### config.mk
export PLATFORM = sky130hd
export DESIGN_NAME = regfile_wb_arbiter
export DESIGN_NICKNAME = d
export VERILOG_FILES = /design/src/rtl/regfile_ctrl_pkg.sv /design/src/rtl/ext_wb_fifo.sv /design/src/rtl/regfile_wb_arbiter.sv
export SDC_FILE = /design/constraint.sdc
export NUM_CORES = 1
export LEC_CHECK = 0
export ABC_AREA = 1
export CAP_MARGIN = 25
export CORE_MARGIN = 2
export CORE_UTILIZATION = 45
export DETAILED_ROUTE_END_ITERATION = 10
export HOLD_SLACK_MARGIN = 0.15
export PLACE_DENSITY = 0.77
export SLEW_MARGIN = 30
export SYNTH_ARGS = -nofsm -noshare
export SYNTH_HDL_FRONTEND = slang
export SYNTH_SLANG_ARGS = --single-unit
### constraint.sdc
create_clock -name clk -period 2.3 [get_ports clk]
set_input_delay 0.46 -clock clk [delete_from_list [all_inputs] [get_ports clk]]
set_output_delay 0.46 -clock clk [all_outputs]
set_load 0.01 [all_outputs]
### src/rtl/regfile_ctrl_pkg.sv
// Shared types for the register-file writeback arbiter: write-source select and writeback request.
package regfile_ctrl_pkg;
    localparam int REG_ADDR_W = 5;
    localparam int WB_DATA_W  = 32;
    localparam int NUM_REGS   = 1 << REG_ADDR_W;

    typedef enum logic [2:0] {
        WSEL_NONE = 3'b000,
        WSEL_ALU  = 3'b001,
        WSEL_JAL  = 3'b010,
        WSEL_EXT  = 3'b100
    } wsel_t;

    typedef struct packed {
        logic [REG_ADDR_W-1:0] rd;
        logic [WB_DATA_W-1:0]  data;
    } wb_req_t;

    function automatic logic [NUM_REGS-1:0] reg_mask(input logic [REG_ADDR_W-1:0] r);
        reg_mask    = '0;
        reg_mask[r] = 1'b1;
    endfunction
endpackage

### src/rtl/ext_wb_fifo.sv
// Small FIFO buffering load responses; head visible combinationally, entry lands one cycle after push.
// Backpressure: in_rdy comes from the registered occupancy, so a pop frees a slot only on the next cycle.
module ext_wb_fifo #(
    parameter int DEPTH = 2,
    parameter int W     = 8
) (
    input  logic         clk,
    input  logic         n_reset,
    input  logic         in_vld,
    input  logic [W-1:0] in_dat,
    output logic         in_rdy,
    output logic         head_vld,
    output logic [W-1:0] head_dat,
    input  logic         pop
);
    localparam int PTR_W = (DEPTH > 1) ? $clog2(DEPTH) : 1;

    logic [W-1:0]     mem_q [DEPTH];
    logic [PTR_W-1:0] wr_ptr_q, wr_ptr_d;
    logic [PTR_W-1:0] rd_ptr_q, rd_ptr_d;
    logic [PTR_W:0]   count_q, count_d;
    logic             push, do_pop;

    assign in_rdy   = (count_q != (PTR_W+1)'(DEPTH));
    assign head_vld = (count_q != '0);
    assign head_dat = mem_q[rd_ptr_q];
    assign push     = in_vld & in_rdy;
    assign do_pop   = pop & head_vld;

    // Pointers wrap naturally because DEPTH is a power of two.
    always_comb begin
        wr_ptr_d = wr_ptr_q + PTR_W'(push);
        rd_ptr_d = rd_ptr_q + PTR_W'(do_pop);
        count_d  = count_q + (PTR_W+1)'(push) - (PTR_W+1)'(do_pop);
    end

    always_ff @(posedge clk or negedge n_reset) begin
        if (!n_reset) begin
            wr_ptr_q <= '0;
            rd_ptr_q <= '0;
            count_q  <= '0;
        end else begin
            wr_ptr_q <= wr_ptr_d;
            rd_ptr_q <= rd_ptr_d;
            count_q  <= count_d;
        end
    end

    always_ff @(posedge clk) begin
        if (push) mem_q[wr_ptr_q] <= in_dat;
    end
endmodule

### src/rtl/regfile_wb_arbiter.sv
// Owns the reg_file write port: JAL > ALU > buffered/bypassed load data, registered (1 cycle), plus load scoreboard.
// Backpressure: ext_ready drops when the response FIFO is full; issue_stall on load hazards or a starved FIFO head.
module regfile_wb_arbiter
    import regfile_ctrl_pkg::*;
#(
    parameter int n          = WB_DATA_W,
    parameter int FIFO_DEPTH = 2,
    parameter int STARVE_MAX = 4
) (
    input  logic                  clk,
    input  logic                  n_reset,
    input  logic                  issue_valid,
    input  logic [REG_ADDR_W-1:0] issue_rs1,
    input  logic [REG_ADDR_W-1:0] issue_rs2,
    input  logic [REG_ADDR_W-1:0] issue_rd,
    input  logic                  issue_is_load,
    output logic                  issue_stall,
    input  logic                  alu_we,
    input  logic [REG_ADDR_W-1:0] alu_rd,
    input  logic [n-1:0]          alu_data,
    input  logic                  jal_we,
    input  logic [REG_ADDR_W-1:0] jal_rd,
    input  logic [n-1:0]          pc_plus_four,
    input  logic                  ext_valid,
    input  logic [REG_ADDR_W-1:0] ext_rd,
    input  logic [n-1:0]          external_input,
    output logic                  ext_ready,
    output logic                  rf_we,
    output logic [REG_ADDR_W-1:0] rf_waddr,
    output logic [n-1:0]          rf_wdata,
    output logic [2:0]            rf_src,
    output logic [NUM_REGS-1:0]   pending,
    output logic                  wb_conflict
);
    localparam int CNT_W = $clog2(STARVE_MAX + 1);

    wb_req_t               ext_req, head_dat, win_req;
    wsel_t                 win_sel;
    logic                  fifo_rdy, head_vld, fifo_push, fifo_pop, bypass;
    logic                  wr_en, ld_set, starve_stall;

    logic                  rf_we_q, rf_we_d;
    logic [REG_ADDR_W-1:0] rf_waddr_q, rf_waddr_d;
    logic [n-1:0]          rf_wdata_q, rf_wdata_d;
    wsel_t                 rf_src_q, rf_src_d;
    logic [NUM_REGS-1:0]   pending_q, pending_d;
    logic                  wb_conflict_q, wb_conflict_d;
    logic [CNT_W-1:0]      starve_cnt_q, starve_cnt_d;

    assign ext_req.rd   = ext_rd;
    assign ext_req.data = external_input;
    assign ext_ready    = n_reset & fifo_rdy;
    assign fifo_push    = ext_valid & ext_ready & ~bypass;

    ext_wb_fifo #(
        .DEPTH (FIFO_DEPTH),
        .W     ($bits(wb_req_t))
    ) u_fifo (
        .clk      (clk),
        .n_reset  (n_reset),
        .in_vld   (fifo_push),
        .in_dat   (ext_req),
        .in_rdy   (fifo_rdy),
        .head_vld (head_vld),
        .head_dat (head_dat),
        .pop      (fifo_pop)
    );

    assign starve_stall = (starve_cnt_q == CNT_W'(STARVE_MAX));
    assign issue_stall  = (issue_valid & (pending_q[issue_rs1] | pending_q[issue_rs2] |
                                          pending_q[issue_rd])) | starve_stall;

    always_comb begin
        win_sel  = WSEL_NONE;
        win_req  = '0;
        fifo_pop = 1'b0;
        bypass   = 1'b0;
        if (jal_we) begin
            win_sel      = WSEL_JAL;
            win_req.rd   = jal_rd;
            win_req.data = pc_plus_four;
        end else if (alu_we) begin
            win_sel      = WSEL_ALU;
            win_req.rd   = alu_rd;
            win_req.data = alu_data;
        end else if (head_vld) begin
            win_sel  = WSEL_EXT;
            win_req  = head_dat;
            fifo_pop = 1'b1;
        end else if (ext_valid && ext_ready) begin
            // Empty FIFO and idle port: skip the buffer entirely.
            win_sel = WSEL_EXT;
            win_req = ext_req;
            bypass  = 1'b1;
        end
    end

    always_comb begin
        wr_en         = (win_sel != WSEL_NONE) && (win_req.rd != '0);
        rf_we_d       = wr_en;
        rf_src_d      = wr_en ? win_sel : WSEL_NONE;
        rf_waddr_d    = wr_en ? win_req.rd : rf_waddr_q;
        rf_wdata_d    = wr_en ? win_req.data : rf_wdata_q;
        wb_conflict_d = wb_conflict_q | (alu_we & jal_we);

        // Clear before set so a same-cycle reissue of the same rd stays pending.
        ld_set    = issue_valid & issue_is_load & ~issue_stall & (issue_rd != '0);
        pending_d = pending_q;
        if (win_sel == WSEL_EXT) pending_d = pending_d & ~reg_mask(win_req.rd);
        if (ld_set)              pending_d = pending_d | reg_mask(issue_rd);

        if (!head_vld || fifo_pop)
            starve_cnt_d = '0;
        else if (!starve_stall)
            starve_cnt_d = starve_cnt_q + CNT_W'(1);
        else
            starve_cnt_d = starve_cnt_q;
    end

    always_ff @(posedge clk or negedge n_reset) begin
        if (!n_reset) begin
            rf_we_q       <= 1'b0;
            rf_waddr_q    <= '0;
            rf_wdata_q    <= '0;
            rf_src_q      <= WSEL_NONE;
            pending_q     <= '0;
            wb_conflict_q <= 1'b0;
            starve_cnt_q  <= '0;
        end else begin
            rf_we_q       <= rf_we_d;
            rf_waddr_q    <= rf_waddr_d;
            rf_wdata_q    <= rf_wdata_d;
            rf_src_q      <= rf_src_d;
            pending_q     <= pending_d;
            wb_conflict_q <= wb_conflict_d;
            starve_cnt_q  <= starve_cnt_d;
        end
    end

    assign rf_we       = rf_we_q;
    assign rf_waddr    = rf_waddr_q;
    assign rf_wdata    = rf_wdata_q;
    assign rf_src      = rf_src_q;
    assign pending     = pending_q;
    assign wb_conflict = wb_conflict_q;
endmodule

======== Yosys cells after proc, flatten, opt, wreduce, memory -nomap -nowiden ========
Memories as Yosys holds them, arrays and structs flattened.
Index checks and enable logic that the tools add are counted.
word-level totals
  flip-flop bits (word level) ............. 81
  output and inout bits ................... 76
  RAM bits ................................ 74
  memories kept ........................... 1
cells by class
  reduce and logical (&&, ||, !) cells .... 10
  bitwise operators ....................... 19
  multiplexer cells ....................... 32
  eq/ne operators ......................... 4
  add/sub/neg operators ................... 5
  magnitude comparators ................... 6
memory list
  name          words  bits a word  rd ports  clocked after memory_dff  wr ports  line               RTL
  u_fifo.mem_q  2      37           1         0                         1         ext_wb_fifo.sv:18  logic [W-1:0] mem_q [DEPTH];
operators by type and width
  operator             count
  $mux 37              4
  $mux 32              2
  $and 32x32->32       1
  $not 32->32          1
  $or 32x32->32        1
  $lt 5x6->1 const B   4
  $mux 3               7
  $bmux 1 s5           3
  $mux 1               14
  $and 1x1->1          10
  $demux 1 s5          2
  $ge 5x1->1 const B   2
  $reduce_bool 5->1    2
  $eq 3x3->1 const B   2
  $logic_and 1x1->1    4
  $or 1x1->1           4
  $add 3x1->3 const B  1
  $reduce_bool 3->1    1
  $add 1x1->1          2
  $add 2x1->2          1
  $ne 2x1->1 const B   1
  $ne 2x2->1 const B   1
  $not 1->1            2
  $reduce_bool 2->1    1
  3 further kinds      3

======== Longest topological paths before layout ========
  depth in word-level cells ............... 16
  gate-level depth with buffers ........... 16
  mapped depth without buffers ............ 14

======== Modules after synthesis ========
From an unflattened synthesis, not the netlist that was laid out.
unflattened totals
  cells, all modules ...................... 979
  area total of the unflattened synthesis .. 8114.0 sq um
modules (own cells, without submodules)
  module              instances  cells an instance  area each (sq um)
  regfile_wb_arbiter  1          754                5162.5
  ext_wb_fifo         1          225                2951.6

======== Worst setup path after synthesis ========
No wires, ideal clock.
  path type ............................... input-to-reg
  start ................................... input port n_reset
  end ..................................... memory u_fifo.mem_q[1][0] in the netlist's numbering (enable)
  setup slack ............................. -0.432 ns
  required time ........................... 1.902 ns
  stages .................................. 8
  arrival time ............................ 2.334 ns
  buffers on the path ..................... 2
  cell sequence ........................... a21boi_2 and2_1 inv_2 nor2_2 buf_6 clkbuf_1 nor2_1 ha_1
between the ends
  longest elaborated chain between the ends .. 11
  elaborated cells on any way between the ends .. 12
  classes of those cells .................. mux (6); bitwise (5); reduce/logical (1)
ends and longest elaborated chain
  item                              line                      RTL
  from (decl)                       regfile_wb_arbiter.sv:11  input logic n_reset,
  $and 1x1->1 (*)                   regfile_wb_arbiter.sv:52  assign ext_ready = n_reset & fifo_rdy;
  $logic_and 1x1->1                 regfile_wb_arbiter.sv:90  end else if (ext_valid && ext_ready) begin
  $mux 1                            regfile_wb_arbiter.sv:90
  $mux 1                            regfile_wb_arbiter.sv:86  end else if (head_vld) begin
  $mux 1                            regfile_wb_arbiter.sv:82  end else if (alu_we) begin
  $mux 1                            regfile_wb_arbiter.sv:78  if (jal_we) begin
  $not 1->1                         regfile_wb_arbiter.sv:53  assign fifo_push = ext_valid & ext_ready & ~bypass;
  $and 1x1->1 (*)                   regfile_wb_arbiter.sv:53
  $and 1x1->1 (*)                   ext_wb_fifo.sv:27         assign push = in_vld & in_rdy;
  $mux 1 (*)                        ext_wb_fifo.sv:50         if (push) mem_q[wr_ptr_q] <= in_dat;
  $mux 1 (not written as such) (*)  ext_wb_fifo.sv:50
  to (decl)                         ext_wb_fifo.sv:18
Mark *: on every way between the ends. The rest lies on a longest branch, timed or not.

======== Worst setup path after layout ========
  start ................................... input port issue_rs2[0]
  end ..................................... output port issue_stall
between the ends
  longest elaborated chain between the ends .. 6
ends and longest elaborated chain
  item                          line                      RTL
  from (decl)                   regfile_wb_arbiter.sv:14  input logic [REG_ADDR_W-1:0] issue_rs2,
  $bmux 1 s5                    regfile_wb_arbiter.sv:70  assign issue_stall = (issue_valid & (pending_q[issue_rs1] | pending_q[issue_rs2] |
  $mux 1 (not written as such)  regfile_wb_arbiter.sv:70
  $or 1x1->1 (2 in a row)       regfile_wb_arbiter.sv:70
  $and 1x1->1                   regfile_wb_arbiter.sv:70
  $or 1x1->1                    regfile_wb_arbiter.sv:71  pending_q[issue_rd])) | starve_stall;
  to (decl)                     regfile_wb_arbiter.sv:17  output logic issue_stall,
Every way passes these cells. The select of a mux whose other input is x is not followed.

==> results.md <==
- The flow ran to the end, but the final reports show violations.
- The final reports fail on negative setup slack.
- By startpoint and endpoint, the worst setup path is classified as primary input to output pin.
- The leading area contributor after synthesis is edfxtp_1.
- The maximum number of pins on one net before global-route repair is 59.
- At the pin with the least slew margin, the transition time is 0.795 ns.
- Summed over all nets, the half-perimeter wirelength after detailed placement is 19300 µm.
- The setup slack of the worst register-to-register path is 0.19 ns.
- For this design the top-level I/O count stands at 209.
- In the synthesized netlist, the cells that appear most often are nand2_1, dfrtp_1, edfxtp_1.
- The launch instance of the worst register-to-register path is u_fifo.count_q[1]$_DFF_PN0_.
- The final worst setup slack is -0.0779 ns.
- After synthesis, the netlist uses 38 different library cells.
- Per report_power, the sequential group accounts for 37.3% of the total.
- The startpoint of the worst hold path is jal_we.
- The synthesized netlist net count is 1103.
- The area fraction of the dominant cell type after synthesis is 27.3%.
- The highest net fanout along the worst path is 12.
- The post-synthesis instance area is 8130 µm².
- The final layout contains routed wiring with a total length of 26100 µm.
- The die covers 19200 µm².
- The number of fill cells in the layout is 1430.
- The register bit total from synthesis is 155.
- The number of global-route vias before repair is 8033.
- Setup violations remaining at the end of the flow were counted as 1.
- For this design the static power due to leakage is 5.26 nW.
- The cell area after placement is 11000 µm².
- The final-report max-slew violation count is 0.
- Clock tree synthesis inserted a total of 17 buffers.
- The final count of hold timing violations was 0.
- The clock sink count is 155.
- The average cell area after synthesis is 8.43 µm².
- Along the worst hold path, the cell count comes to 4.
- In this run switching power makes up 34.0% of total power.
- The number of max-capacitance violations reported is 0.
- The length in cells of the worst reg-to-reg path is 8.
- The initialized floorplan defines 49 standard-cell rows.
- The cell area power density is 867 nW/µm².
- The worst pin sits at a relative slew slack of 47.0%.
- The detailed-route wire length per cell is 17.3 µm.
- In this run the power spent charging and discharging nets is 3.53 mW.
- Global routing finished with a remaining overflow of 0.
- In the routed design, unresolved DRC markers number 0.
- Counting along the longest clock path gives a buffer depth of 2.
- The via density per instance is 5.36.
- The arrival time at the worst endpoint is 1.92 ns.
- The setup TNS is -0.0779 ns.
- The number of antenna violations at the first check in global routing came to 0.
- TritonCTS built the clock tree.
- The combined area of the multi-input logic cells is 3390 µm².
- The die is 138 µm tall.
- After synthesis, the cell types taking the most area are edfxtp_1, dfrtp_1, nand2_1, nand3_1, o21ai_0.
- The worst path required time is 1.84 ns.
- In the synthesized netlist the dominant register cell turns out to be dfrtp_1.
- The insertion delay to the later sink of the worst-skew pair is 0.44 ns.
- The final antenna-violating net count is 0.
- The share of the clock period used by the worst path after layout is 103%.
- The minimum clock period after layout is 2.38 ns.
- The area of the core region is 17800 µm².
- Setup repair after global routing could not meet its margin everywhere.
- For this configuration, the core starts out at a cell density of 45.6%.
- The weighted congestion at the end of routability-driven global placement is 0.948.
- The most frequently used cell type in the post-synthesis netlist is nand2_1.
- The worst hold path terminates at rf_src[1]$_DFF_PN0_.
- The number of nets in the layout is 1408.
- The worst-case IR drop observed on VDD is 0.000579 V.
- The power share of the clock group is 26.4%.
- The total placed cells including tap cells is 1445.
- The count of inserted antenna diode cells is 0.
- The highest attainable clock frequency is 0.421 GHz.
- The cell internal power dissipation is 6.87 mW.
- The sequential-to-total area share from yosys stat is 52.3%.
- After the first detailed-routing iteration, the DRC count stood at 550.
- After technology mapping, the gate count stands at 964.
- Clock-pin slew was measured on the worst setup and hold paths at 0.06 ns.
- Clock skew on the completed layout was measured at 0.00909 ns.
- The chip width is 138 µm.
- Yosys printed 0 warnings.
- Once layout is complete, the cells apart from fillers number 1511.
- The path type of the worst min-delay path is primary input to flip-flop.
- The share of flip-flops with an asynchronous set or reset after synthesis is 52.3%.
- The worst register-to-register path ends at pending[12]$_DFF_PN0_.
- Counting flops with a built-in enable in the synthesized netlist gives 74.
- The kind of start point of the critical path is a primary input.
- The layout-stage area growth over the synthesis result is 47.7%.
- The number of optimization iterations in the first detailed-route pass is 5.
- The utilization of the core after routing is 67.3%.
- The clock root buffer master is clkbuf_16.
- The final non-filler cell area is 12000 µm².
- The first-pass GRT wire length is 41400 µm.
- The deepest level of the CTS H-tree is 4.
- Port buffering added 208 buffers.
- The area of all sequential standard cells is 4270 µm².
- STA classifies the critical path endpoint as an output pin.
- The fraction of final layout cells sized beyond drive strength 1 is 19.2%.
- The power share of the combinational group is 36.3%.
- The via total after detailed routing is 8098.
- The aggregate global-route resource usage is 27.2%.
[worst max path at each step]
| stage | slack (ns) | cells after the start | to | start |
|---|---|---|---|---|
| 2_1_floorplan | -0.08 | 8 | u_fifo.mem_q[0][0]$_DFFE_PP_ | n_reset |
| 3_3_place_gp | -0.70 | 12 | issue_stall | issue_rd[4] |
| 3_5_place_dp | -0.70 | 12 | issue_stall | issue_rd[4] |
| 4_1_cts | -0.07 | 11 | issue_stall | pending[7]$_DFF_PN0_ |
| 5_1_grt | -0.23 | 13 | issue_stall | pending[5]$_DFF_PN0_ |
| 6_report | -0.08 | 11 | issue_stall | issue_rs2[0] |
[cell type report]
type,count,area share (%)
tap,229,2.39
inverter,78,2.44
timing repair buffer,335,26.6
clock buffer,17,3.54
clock inverter,15,1.27
multi-input combinational,682,28.3
sequential,155,35.5
[routing by layer]
metal,part of all wire (%),global-route usage (%),vias to the layer above
li1,-,-,3872
met1,40,34.2,3737
met2,48,45.2,421
met3,8.4,6.58,68
met4,3.4,11.7,0
met5,0,0,-
[kinds of logic after synthesis]
| logic type | synth area share, % |
|---|---|
| AOI/OAI and AO/OA | 13.5 |
| xor gates and xnor gates | 0.431 |
| adders and majority gates | 0.923 |
| buffers and inverters | 6.70 |
| DFF | 52.3 |
| muxes | 0.246 |
| and+or+nand+nor | 26.0 |
[placed cells by master, fill, tap and decap left out, types with 13 or more instances in the layout]
| cell type | synthesis | final |
|---|---|---|
| dfrtp_1 | 81 | 68 |
| a21oi_1 | 44 | 43 |
| nand2_1 | 299 | 298 |
| o21ai_0 | 51 | 48 |
| clkdlybuf4s50_1 | 0 | 196 |
| dfrtp_2 | 0 | 13 |
| or2_2 | 18 | 18 |
| nor2_1 | 68 | 65 |
| inv_1 | 67 | 55 |
| o211ai_1 | 31 | 31 |
| edfxtp_1 | 74 | 74 |
| buf_4 | 2 | 112 |
| inv_2 | 10 | 22 |
| nand3_1 | 62 | 62 |
| nand4_1 | 31 | 31 |
| clkbuf_16 | 0 | 17 |
[power groups by stage]
stage | combinational [mW] | sequential, mW | clock [mW]
floorplan | 1.59 | 3.95 | 0
global placement | 3.42 | 3.91 | 0
detailed placement | 3.48 | 3.93 | 0
CTS | 3.69 | 3.87 | 2.78
global route | 4.11 | 3.93 | 2.89
finish | 3.78 | 3.88 | 2.75
[critical path: stages]
cell             delay, ns
clkdlybuf4s15_2       0.24
bufbuf_16             0.30
o211ai_1              0.17
nand3_1               0.15
nand3_1               0.09
nand3_1               0.07
nand2_1               0.08
nand3_1               0.09
nand2_1               0.09
nand2_1               0.05
buf_2                 0.14
[repair_timing]
item | 4_1_cts | 5_1_grt
resized for setup | 45 | 21
hold buffers | 1 | 0
pin swaps | 11 | 10
setup endpoints to repair | 1 | 40
endpoints found under the hold margin | 23 | 0
buffers inserted | 21 | 10
gates cloned | 2 | 0
[stage by stage]
step / power (mW) / hold WS, ns / setup slack, ns
after detailed placement: 7.41 / 0.460 / -0.699
final: 10.4 / 0.437 / -0.0779
after global placement: 7.34 / 0.454 / -0.699
after CTS: 10.3 / 0.479 / -0.0692
after global routing: 10.9 / 0.459 / -0.226
after floorplan: 5.54 / 0.164 / -0.0762
[sequential cells by signal (all words and copies together) (netlist names)]
name / flops
u_fifo.mem_q: 74
pending: 32
rf_wdata: 32
rf_waddr: 5
rf_src: 3
starve_cnt_q: 3
u_fifo.count_q: 2
rf_we: 1
u_fifo.rd_ptr_q: 1
u_fifo.wr_ptr_q: 1
wb_conflict: 1
No activity file was read; power rests on OpenSTA's default activity.
